===== src/rtl/core_supervisor.sv =====
// Run-control supervisor: holds the core in reset, masks the settle window, latches the first fault.
// Optional build macro CORE_SUPERVISOR_AUTORESTART_EN enables budgeted automatic restart on fault.
module core_supervisor #(
   parameter int HOLD_CYCLES   = 4,
   parameter int SETTLE_CYCLES = 8,
   parameter int COUNT_W       = 16,
   parameter int MAX_RESTARTS  = 3
) (
   input  logic               clk,
   input  logic               rst,
   input  logic [6:0]         exception_in,
   input  logic               host_halt_req,
   input  logic               host_clear,
   output logic               core_rst_out,
   output logic               running,
   output logic               halted,
   output logic [1:0]         cause,
   output logic [6:0]         exc_latched,
   output logic [COUNT_W-1:0] exc_count,
   output logic [COUNT_W-1:0] restart_count
);

   localparam int CNT_MAX = (HOLD_CYCLES > SETTLE_CYCLES) ? HOLD_CYCLES : SETTLE_CYCLES;
   localparam int CNT_W   = $clog2(CNT_MAX + 1);

   localparam logic [1:0] S_RESET_HOLD = 2'd0;
   localparam logic [1:0] S_SETTLE     = 2'd1;
   localparam logic [1:0] S_RUN        = 2'd2;
   localparam logic [1:0] S_HALTED     = 2'd3;

   localparam logic [1:0] CAUSE_NONE      = 2'b00;
   localparam logic [1:0] CAUSE_FAULT     = 2'b01;
   localparam logic [1:0] CAUSE_HOST      = 2'b10;
   localparam logic [1:0] CAUSE_EXHAUSTED = 2'b11;

   localparam logic [CNT_W-1:0] HOLD_LOAD   = CNT_W'(HOLD_CYCLES - 1);
   localparam logic [CNT_W-1:0] SETTLE_LOAD = CNT_W'(SETTLE_CYCLES - 1);

   if (HOLD_CYCLES < 1 || SETTLE_CYCLES < 1 || COUNT_W < 1 || MAX_RESTARTS < 0) begin : g_param_check
      $error("core_supervisor: invalid parameter values");
   end

   logic [1:0]         state, state_nx;
   logic [CNT_W-1:0]   cnt, cnt_nx;
   logic [1:0]         cause_nx;
   logic [6:0]         exc_nx;
   logic [COUNT_W-1:0] exc_count_nx, restart_count_nx;
   logic [COUNT_W-1:0] exc_count_inc, restart_count_inc;

   assign exc_count_inc     = (exc_count == '1) ? exc_count : exc_count + COUNT_W'(1);
   assign restart_count_inc = (restart_count == '1) ? restart_count : restart_count + COUNT_W'(1);

   always_comb begin
      state_nx         = state;
      cnt_nx           = cnt;
      cause_nx         = cause;
      exc_nx           = exc_latched;
      exc_count_nx     = exc_count;
      restart_count_nx = restart_count;
      case (state)
         S_RESET_HOLD: begin
            if (cnt == '0) begin
               state_nx = S_SETTLE;
               cnt_nx   = SETTLE_LOAD;
            end else begin
               cnt_nx = cnt - CNT_W'(1);
            end
         end
         S_SETTLE: begin
            // exception_in deliberately not examined while the core fills its pipeline
            if (cnt == '0) begin
               state_nx = S_RUN;
               cause_nx = CAUSE_NONE;
            end else begin
               cnt_nx = cnt - CNT_W'(1);
            end
         end
         S_RUN: begin
            if (exception_in != '0) begin
               exc_nx       = exception_in;
               exc_count_nx = exc_count_inc;
`ifdef CORE_SUPERVISOR_AUTORESTART_EN
               if (restart_count < COUNT_W'(MAX_RESTARTS)) begin
                  state_nx         = S_RESET_HOLD;
                  cnt_nx           = HOLD_LOAD;
                  restart_count_nx = restart_count_inc;
                  cause_nx         = CAUSE_FAULT;
               end else begin
                  state_nx = S_HALTED;
                  cause_nx = CAUSE_EXHAUSTED;
               end
`else
               state_nx = S_HALTED;
               cause_nx = CAUSE_FAULT;
`endif
            end else if (host_halt_req) begin
               state_nx = S_HALTED;
               cause_nx = CAUSE_HOST;
            end
         end
         S_HALTED: begin
            if (host_clear) begin
               state_nx         = S_RESET_HOLD;
               cnt_nx           = HOLD_LOAD;
               cause_nx         = CAUSE_NONE;
               restart_count_nx = restart_count_inc;
            end
         end
         default: begin
            state_nx = S_RESET_HOLD;
            cnt_nx   = HOLD_LOAD;
         end
      endcase
   end

   // Status outputs are decoded from the next state so they are registered yet track the state.
   always_ff @(posedge clk) begin
      if (rst) begin
         state         <= S_RESET_HOLD;
         cnt           <= HOLD_LOAD;
         core_rst_out  <= 1'b1;
         running       <= 1'b0;
         halted        <= 1'b0;
         cause         <= CAUSE_NONE;
         exc_latched   <= '0;
         exc_count     <= '0;
         restart_count <= '0;
      end else begin
         state         <= state_nx;
         cnt           <= cnt_nx;
         core_rst_out  <= (state_nx == S_RESET_HOLD) || (state_nx == S_HALTED);
         running       <= (state_nx == S_RUN);
         halted        <= (state_nx == S_HALTED);
         cause         <= cause_nx;
         exc_latched   <= exc_nx;
         exc_count     <= exc_count_nx;
         restart_count <= restart_count_nx;
      end
   end

endmodule


===== config.mk =====
export PLATFORM = sky130hd
export DESIGN_NAME = core_supervisor
export DESIGN_NICKNAME = d
export VERILOG_FILES = /design/src/rtl/core_supervisor.sv
export SDC_FILE = /design/constraint.sdc
export NUM_CORES = 1
export LEC_CHECK = 0
export BUFFER_PORTS_ARGS = -buffer_cell sky130_fd_sc_hd__buf_2
export CORE_MARGIN = 1.5
export CORE_UTILIZATION = 50
export CTS_CLUSTER_DIAMETER = 50
export CTS_CLUSTER_SIZE = 16
export DETAILED_ROUTE_END_ITERATION = 12
export PLACE_DENSITY = 0.81
export REMOVE_ABC_BUFFERS = 1
export SETUP_SLACK_MARGIN = 0.15
export SLEW_MARGIN = 0
export SYNTH_ARGS = -nofsm -noshare
export SYNTH_HDL_FRONTEND = slang
export SYNTH_SLANG_ARGS = --single-unit

===== constraint.sdc =====
create_clock -name clk -period 2.45 [get_ports clk]
set_input_delay 0.1225 -clock clk [delete_from_list [all_inputs] [get_ports clk]]
set_output_delay 0.1225 -clock clk [all_outputs]
set_load 0.02 [all_outputs]

==> results of run 1 <==
==> registers in the layout, indices dropped and copies added (netlist names) <==
name / cells
exc_count: 16
restart_count: 16
exc_latched: 7
cnt: 4
cause: 2
state: 2
core_rst_out: 1
halted: 1
running: 1
==> cell families (layout without fill, tap and decap cells) <==
group	count (synthesis)	count (layout)	synth area share
multiplexers	6	6	0.0254
adder cells (fa/ha/maj)	9	9	0.0431
flip-flops	50	50	0.383
buffers and inverters	23	81	0.0422
AO/OA/AOI/OAI	80	80	0.195
AND/OR/NAND/NOR	139	139	0.307
XOR/XNOR	1	1	0.00335
==> per-layer routing <==
layer,wire [um],GRT usage,vias up
li1,-,-,1281
met1,2750,0.267,1168
met2,2680,0.356,69
met3,254,0.0576,8
met4,69,0.0655,0
met5,0,0,-
==> worst paths after layout <==
path	from	cells past startpoint	slack, ns	endpoint
worst max register to register	cnt[0]$_SDFFE_PP1P_	7	0.26	core_rst_out$_SDFF_PP1_
worst max-delay path	cnt[0]$_SDFFE_PP1P_	7	0.26	core_rst_out$_SDFF_PP1_
worst min-delay path	exception_in[0]	3	0.05	exc_latched[0]$_SDFFE_PP0P_
worst min register to register	exc_latched[6]$_SDFFE_PP0P_	2	0.46	exc_latched[6]$_SDFFE_PP0P_
==> cells in the final DEF (no fill, tap or decap), types with 10 or more instances in the layout <==
cell type,n
sky130_fd_sc_hd__buf_2,54
sky130_fd_sc_hd__dfxtp_1,50
sky130_fd_sc_hd__a21oi_1,31
sky130_fd_sc_hd__nand2_1,27
sky130_fd_sc_hd__nand4_1,18
sky130_fd_sc_hd__o21ai_0,13
sky130_fd_sc_hd__nor2_1,13
sky130_fd_sc_hd__inv_1,11
sky130_fd_sc_hd__nor4_1,11
sky130_fd_sc_hd__nand3_1,10
sky130_fd_sc_hd__nor2b_1,10
==> report_power, final <==
part	internal, mW	switching (mW)	total [mW]	leakage (nW)
logic	0.0861	0.114	0.200	0.725
clock network	0.227	0.277	0.504	0.0472
registers	0.837	0.0193	0.856	0.403
total	1.15	0.410	1.56	1.18
==> repair_timing <==
action | 4_1_cts | 5_1_grt
buffers inserted | 1 | 0
resized for setup | 2 | 3
setup endpoints to repair | 1 | 3
pin swaps | 1 | 1
==> metrics by stage <==
step                      instance area [um^2]   util  setup slack [ns]
after floorplan                           2540      -            0.0672
after global placement                    2970  0.584             0.165
after detailed placement                  2970  0.584             0.127
after CTS                                 3070  0.606             0.177
after global routing                      3090  0.609             0.132
final                                     3090  0.609             0.262
==> final cells by class <==
class / count / area, um^2 / share of cell area
tap: 70 / 87.6 / 0.0283
clock buffer: 6 / 82.6 / 0.0267
timing repair buffer: 62 / 343 / 0.111
multi-input combinational: 235 / 1520 / 0.493
sequential: 50 / 1000 / 0.324
clock inverter: 2 / 12.5 / 0.00405
inverter: 11 / 41.3 / 0.0134
==> worst max-delay path, cell delays in order (launching register included) <==
cell,delay [ns]
sky130_fd_sc_hd__dfxtp_1,0.34
sky130_fd_sc_hd__inv_1,0.06
sky130_fd_sc_hd__ha_1,0.19
sky130_fd_sc_hd__or3b_4,0.41
sky130_fd_sc_hd__a2111oi_4,0.35
sky130_fd_sc_hd__o221a_2,0.25
sky130_fd_sc_hd__ha_1,0.22
sky130_fd_sc_hd__or2_2,0.26
==> results.md, run 1 <==
STA:
- Setup repair after global routing left no endpoint under its margin.
- The final-layout setup total negative slack is 0 ns.
- The count of pins over their slew limit came to 0.
- In this run the tightest slew margin relative to its limit is 0.509.
- The worst hold margin is 0.0550 ns.
- In the finished design, the share of the clock period the worst path needs comes to 0.893.
- The routed design could run at a clock period as short as 2.19 ns.
- Across the routed clock network, the largest skew measured is around 0.0090 ns.
- For this run, the top clock speed supported by timing is 457 MHz.
- The transition time at the pin with the least slew margin is 0.731 ns.
- The number of hold-slack violations in the final timing report is 0.
- The count of final setup violators is 0.

Floorplan:
- The initial utilization of the core area, before any placement, comes to 0.515.
- The x dimension of the die is approximately 75 um.
- From bottom edge to top edge, the die measures between 70 and 80 um.
- The row count is 26.
- between 50 and 60 I/O pins were placed.
- The floorplan step defined a core boundary enclosing 0.00507 mm^2.
- The die covers 0.00566 mm^2.

Synth:
- Yosys printed 0 warnings.
- After synthesis, the share of flip-flops with an asynchronous set or reset is 0.
- The number of enable flip-flop cells after synthesis is 0.
- After technology mapping, the gate count stands at 308.
- Summed over all instances, the cell type with the most area after synthesis is sky130_fd_sc_hd__dfxtp_1.
- The synthesized cell area is roughly 0.0026 mm^2.
- The share of synthesized area in the top cell type comes to 0.383.
- The number of different library cells in the post-synthesis netlist is 51.
- The most frequently used cell type in the post-synthesis netlist is sky130_fd_sc_hd__dfxtp_1.
- The count of state elements after synthesis is 50.
- Averaged over all synthesized cells, the footprint is approximately 8.5 um^2.
- Sorting the synthesized cells by area gives the leading types as sky130_fd_sc_hd__dfxtp_1, sky130_fd_sc_hd__a21oi_1, sky130_fd_sc_hd__ha_1, sky130_fd_sc_hd__nand4_1, sky130_fd_sc_hd__nand2_1.
- The most used flip-flop cell after synthesis is sky130_fd_sc_hd__dfxtp_1.
- After synthesis, the most frequently instantiated cells are sky130_fd_sc_hd__dfxtp_1, sky130_fd_sc_hd__a21oi_1, sky130_fd_sc_hd__nand2_1.
- The register area share after synthesis is 0.383.

Pwr:
- The analysis attributes to cell leakage a power of 1.18 nW.
- Summing internal, switching and leakage power gives 1.56 mW.
- The worst-case vdd ir drop is just under 0.0004 V.
- In this run the power density over the cells is roughly 500 mW/mm^2.

Clock network:
- CTS built an H-tree with a depth of 2.
- For this design, the sink count on the clock tree is 50.
- For this design, the CTS-stage hold fixing added 0 buffers.
- The clock slew seen by the registers of the worst setup and hold paths is 0.10 ns.
- TritonCTS built the clock tree.
- The clock reaches the later pin of the worst-skew pair after 0.31 ns.
- In this run, CTS created clock tree buffers numbering 5.
- The root buffer cell chosen for the clock tree is sky130_fd_sc_hd__clkbuf_8.
- The buffer depth of the longest clock path is 2.

Layout:
- The antenna diode count is 0.
- The net count reported at finish is 385.
- The area added between synthesis and finish is 18.4%.
- The layout has 461 filler cells.
- For this run, the number of standard cells in the final layout without fillers is 436.
- Of the cells placed in the final design, the portion with a size suffix greater than 1 is 0.257.

Drt:
- The number of nets with antenna violations after detailed routing is 0.
- The total number of vias is ~2500.
- After detailed routing, the number of remaining DRC violations is 0.
- The routed design has between 5 and 6 mm of wire.
- The pre-antenna-repair detailed-routing pass consisted of 4 iterations.
- The routed via count divided by cell count is 5.79.
- The number of DRC violations after detailed-routing iteration 0 is 133.
- In the final routed layout, each cell accounts on average for 13.2 um.

GRT:
- The initial antenna violation count is 0.
- The largest net degree at the start of global routing is 38.
- The number of global-route vias before repair was 2203.
- The overall track demand over capacity in global routing is 0.212.
- The total global routing overflow is 0.
- The first global-routing pass estimated 9.39 mm of wire.

Critical path:
- Data arrives at the worst endpoint at approximately 2.4 ns.
- The data required time of the worst path is between 2 and 3 ns.
- The maximum net fanout on the critical path is 4.
- The launching element type of the critical path is a flip-flop.
- The critical path in this run is classified as flip-flop to flip-flop.
- The sort of element at the end of the critical path is a flip-flop.

Status:
- The run finished with clean final reports.

Worst hold path:
- The class of the tightest hold or removal check is input port to flip-flop.

Run:
- The count of maximum capacitance violations is 0.

Placed design:
- The HPWL after detailed placement is roughly 4.2 mm.
- The routability congestion estimate is 0.830.
- In this run, placement finished with an instance count of 427.
- The count of input and output buffers is 54.
Note: power is estimated with default switching activity, not from simulation.
==> run 2: changes to the inputs <==
BUFFER_PORTS_ARGS = not set   (was -buffer_cell sky130_fd_sc_hd__buf_2)
CORE_ASPECT_RATIO = 0.7   (was not set)
DONT_BUFFER_PORTS = 1   (was not set)
PLACE_DENSITY = 0.72   (was 0.81)
==> results.md, run 2 (synthesis gave the netlist of run 1 again) <==
Placed design:
- The routability congestion estimate was 0.821 (-1.0%).
- The standard cell area after detailed placement is 0.00272 mm^2 (-8.3%).
- The worst slack at placement is 0.112 ns (-0.0148 ns).
- The placed wire-length estimate is 4.26 mm (+2.0%).
- The count of input and output buffers is 0 (-100%).
- The instance count after placement with tap cells included is 377 (-12%).

Drt:
- The routed via count divided by cell count is 6.23 (+7.6%).
- The total wire length is 6.45 mm (+12%).
- The total number of vias is 2449 (-3.0%).
- The number of search-and-repair iterations in the first detailed-routing pass is 4 (unchanged).
- The number of DRC violations after detailed-routing iteration 0 is 116 (-13%).
- The number of remaining DRC errors is 0 (unchanged).
- The number of nets with antenna violations after detailed routing is 0 (unchanged).
- The routed wirelength normalized by instance count is 16.4 um (+24%).

GRT:
- The initial antenna violation count is 0 (unchanged).
- The largest net degree at the start of global routing is 41 (+7.9%).
- The wire length of the first global-routing pass is 10.4 mm (+11%).
- The total global routing overflow came to 0 (unchanged).
- The overall track demand over capacity in global routing is 0.234 (+0.0218).
- The number of global-route vias before repair came to 2273 (+3.2%).

STA:
- The post-route fraction of the period consumed by the critical path is 0.901 (+0.00821).
- The transition time at the pin with the least slew margin is 0.806 ns (+0.0748 ns).
- The number of hold-slack violations in the final timing report came to 0 (unchanged).
- The worst path setup slack after routing is 0.242 ns (-0.0201 ns).
- The headroom to the max-slew limit was 0.459 (-0.0502).
- The final-layout setup total negative slack is 0 ns (unchanged).
- Setup repair after global routing left no endpoint under its margin.
- The maximum frequency from static timing analysis is 453 MHz (-0.91%).
- The count of final setup violators is 0 (unchanged).
- The worst hold margin came to 0.0412 ns (-0.0138 ns).
- The count of pins over their slew limit is 0 (unchanged).
- The clock period minus worst slack is 2.21 ns (+0.0201 ns).
- The largest clock skew in the final design is 0.00703 ns (-0.00195 ns).

Floorplan:
- The floorplan die area is 0.00567 mm^2 (+0.12%).
- The x dimension of the die came to 89.4 um (+19%).
- The I/O pin count is 55 (unchanged).
- The row count is 21 (-19%).
- The total core area is 0.00491 mm^2 (-3.2%).
- The die outline height is 63.5 um (-16%).
- The starting density of the core was 0.531 (+0.0169).

Clock network:
- TritonCTS built the clock tree.
- The maximum level of the CTS H-tree is 2 (unchanged).
- The number of sinks handled by clock tree synthesis is 50 (unchanged).
- The buffer depth of the longest clock path is 2 (unchanged).
- The clock buffer count from CTS is 5 (unchanged).
- The clock latency at the later pin of the worst-skew pair is 0.30 ns (about the same).
- The cell sitting at the root of the clock tree is a sky130_fd_sc_hd__clkbuf_8.
- The clock slew seen by the registers of the worst setup and hold paths came to 0.09 ns (about the same).

Layout:
- The total area of multi-input combinational cells is 0.00153 mm^2 (+0.49%).
- The antenna diode count was 0 (unchanged).
- The number of fill cells in the layout is 441 (-4.3%).
- The net count reported at finish came to 344 (-11%).
- The final design area excluding fillers is 0.00296 mm^2 (-4.2%).
- The largest registers in the layout are exc_count (16), restart_count (16), exc_latched (7).
- The sequential cell area came to 0.00100 mm^2 (unchanged).
- The final core area utilization is 0.602 (-0.00672).
- The library cells used most frequently in the layout, excluding fill and tap cells, are sky130_fd_sc_hd__dfxtp_1, sky130_fd_sc_hd__a21oi_1, sky130_fd_sc_hd__nand2_1.
- The area added between synthesis and finish is 13.4%.
- The final standard cell count with taps included and fillers excluded is 393 (-9.9%).
- The share of layout cells above drive strength 1 is 0.142 (-0.115).
- The most common library cell in the layout ignoring fill and taps is sky130_fd_sc_hd__dfxtp_1.

Pwr:
- The power consumption is 1.65 mW (+5.9%).
- The cell leakage power was 0.961 nW (-18%).
- The total power divided by cell area is 558 mW/mm^2 (+11%).
- The worst-case vdd ir drop is 0.000251 V (-35%).

Critical path:
- The largest delay contributor family on the critical path is simple AND/OR/NAND/NOR gates.
- The critical path starts at cnt[0]$_SDFFE_PP1P_.
- The worst setup path is captured at a flip-flop.
- The path depth of the worst reg2reg path is 7 (unchanged).
- The launching element type of the critical path is a flip-flop.
- The timing endpoint of the critical path is core_rst_out$_SDFF_PP1_.
- The critical path goes through inv_1 > ha_2 > or3b_4 > a2111oi_4 > o221a_2 > ha_1 > or2_2.
- The critical path's largest stage delay came to 0.40 ns (about the same).
- The number of buffers and inverters on the critical path is 1 (unchanged).
- The arrival time at the worst endpoint came to 2.40 ns (about the same).
- In this run the critical register-to-register path is launched from cnt[0]$_SDFFE_PP1P_.
- The end of the worst register-to-register path is core_rst_out$_SDFF_PP1_.
- The number of stages on the worst setup path is 7 (unchanged).
- The worst setup slack for register-to-register paths came to 0.24 ns (-0.02 ns).
- On the critical path, the stage with the largest delay is an instance of sky130_fd_sc_hd__or3b_4.
- The maximum net fanout on the critical path is 4 (unchanged).
- The startpoint-to-endpoint class of the critical path is flip-flop to flip-flop.
- The data required time of the worst path came to 2.64 ns (about the same).

Worst hold path:
- The path class of the tightest hold or removal check is input port to flip-flop.

Status:
- The run finished with clean final reports.

Run:
- The count of maximum capacitance violations is 0 (unchanged).
## run 2: worst register-to-register path, cell delays in order (launching register included)
cell and delay, ns:
sky130_fd_sc_hd__dfxtp_1 0.35, sky130_fd_sc_hd__inv_1 0.08, sky130_fd_sc_hd__ha_2 0.19, sky130_fd_sc_hd__or3b_4 0.40, sky130_fd_sc_hd__a2111oi_4 0.33, sky130_fd_sc_hd__o221a_2 0.27
sky130_fd_sc_hd__ha_1 0.22, sky130_fd_sc_hd__or2_2 0.26
## run 2: timing repair
action,in CTS,in global routing
setup buffers,0,1
setup endpoints to repair,1,3
endpoints found under the hold margin,40,0
hold buffers,8,0
gates resized for setup,2,5
pin swaps,0,2
## run 2: routing by layer
metal  vias to the layer above  part of all wire  wire [um]  global-route usage
li1                       1202                 -          -                   -
met1                      1154              0.44       2840               0.295
met2                        83              0.47       3050               0.370
met3                        10             0.075        487              0.0813
met4                         0             0.012         76              0.0788
met5                         -                 0          0                   0
## run 2: how the worst min path moves through the flow
stage / start / to / depth (start not counted)
2_1_floorplan: rst / cause[0]$_SDFFE_PP0P_ / 1
3_3_place_gp: rst / exc_count[1]$_SDFFE_PP0P_ / 1
3_5_place_dp: rst / exc_latched[3]$_SDFFE_PP0P_ / 1
4_1_cts: exception_in[2] / cause[1]$_SDFFE_PP0P_ / 3
5_1_grt: rst / cnt[0]$_SDFFE_PP1P_ / 2
6_report: exception_in[2] / cause[1]$_SDFFE_PP0P_ / 3
## run 2: power breakdown
group,total (mW),internal [mW],switching [mW]
Clock,0.596,0.327,0.268
Combinational,0.192,0.0881,0.104
Sequential,0.865,0.837,0.0274
## run 2: final cells by class
type                       count  area share
clock buffer                   6      0.0279
timing repair buffer          21      0.0634
tap                           69      0.0292
multi-input combinational    235       0.517
sequential                    50       0.338
clock inverter                 1      0.0101
inverter                      11      0.0139
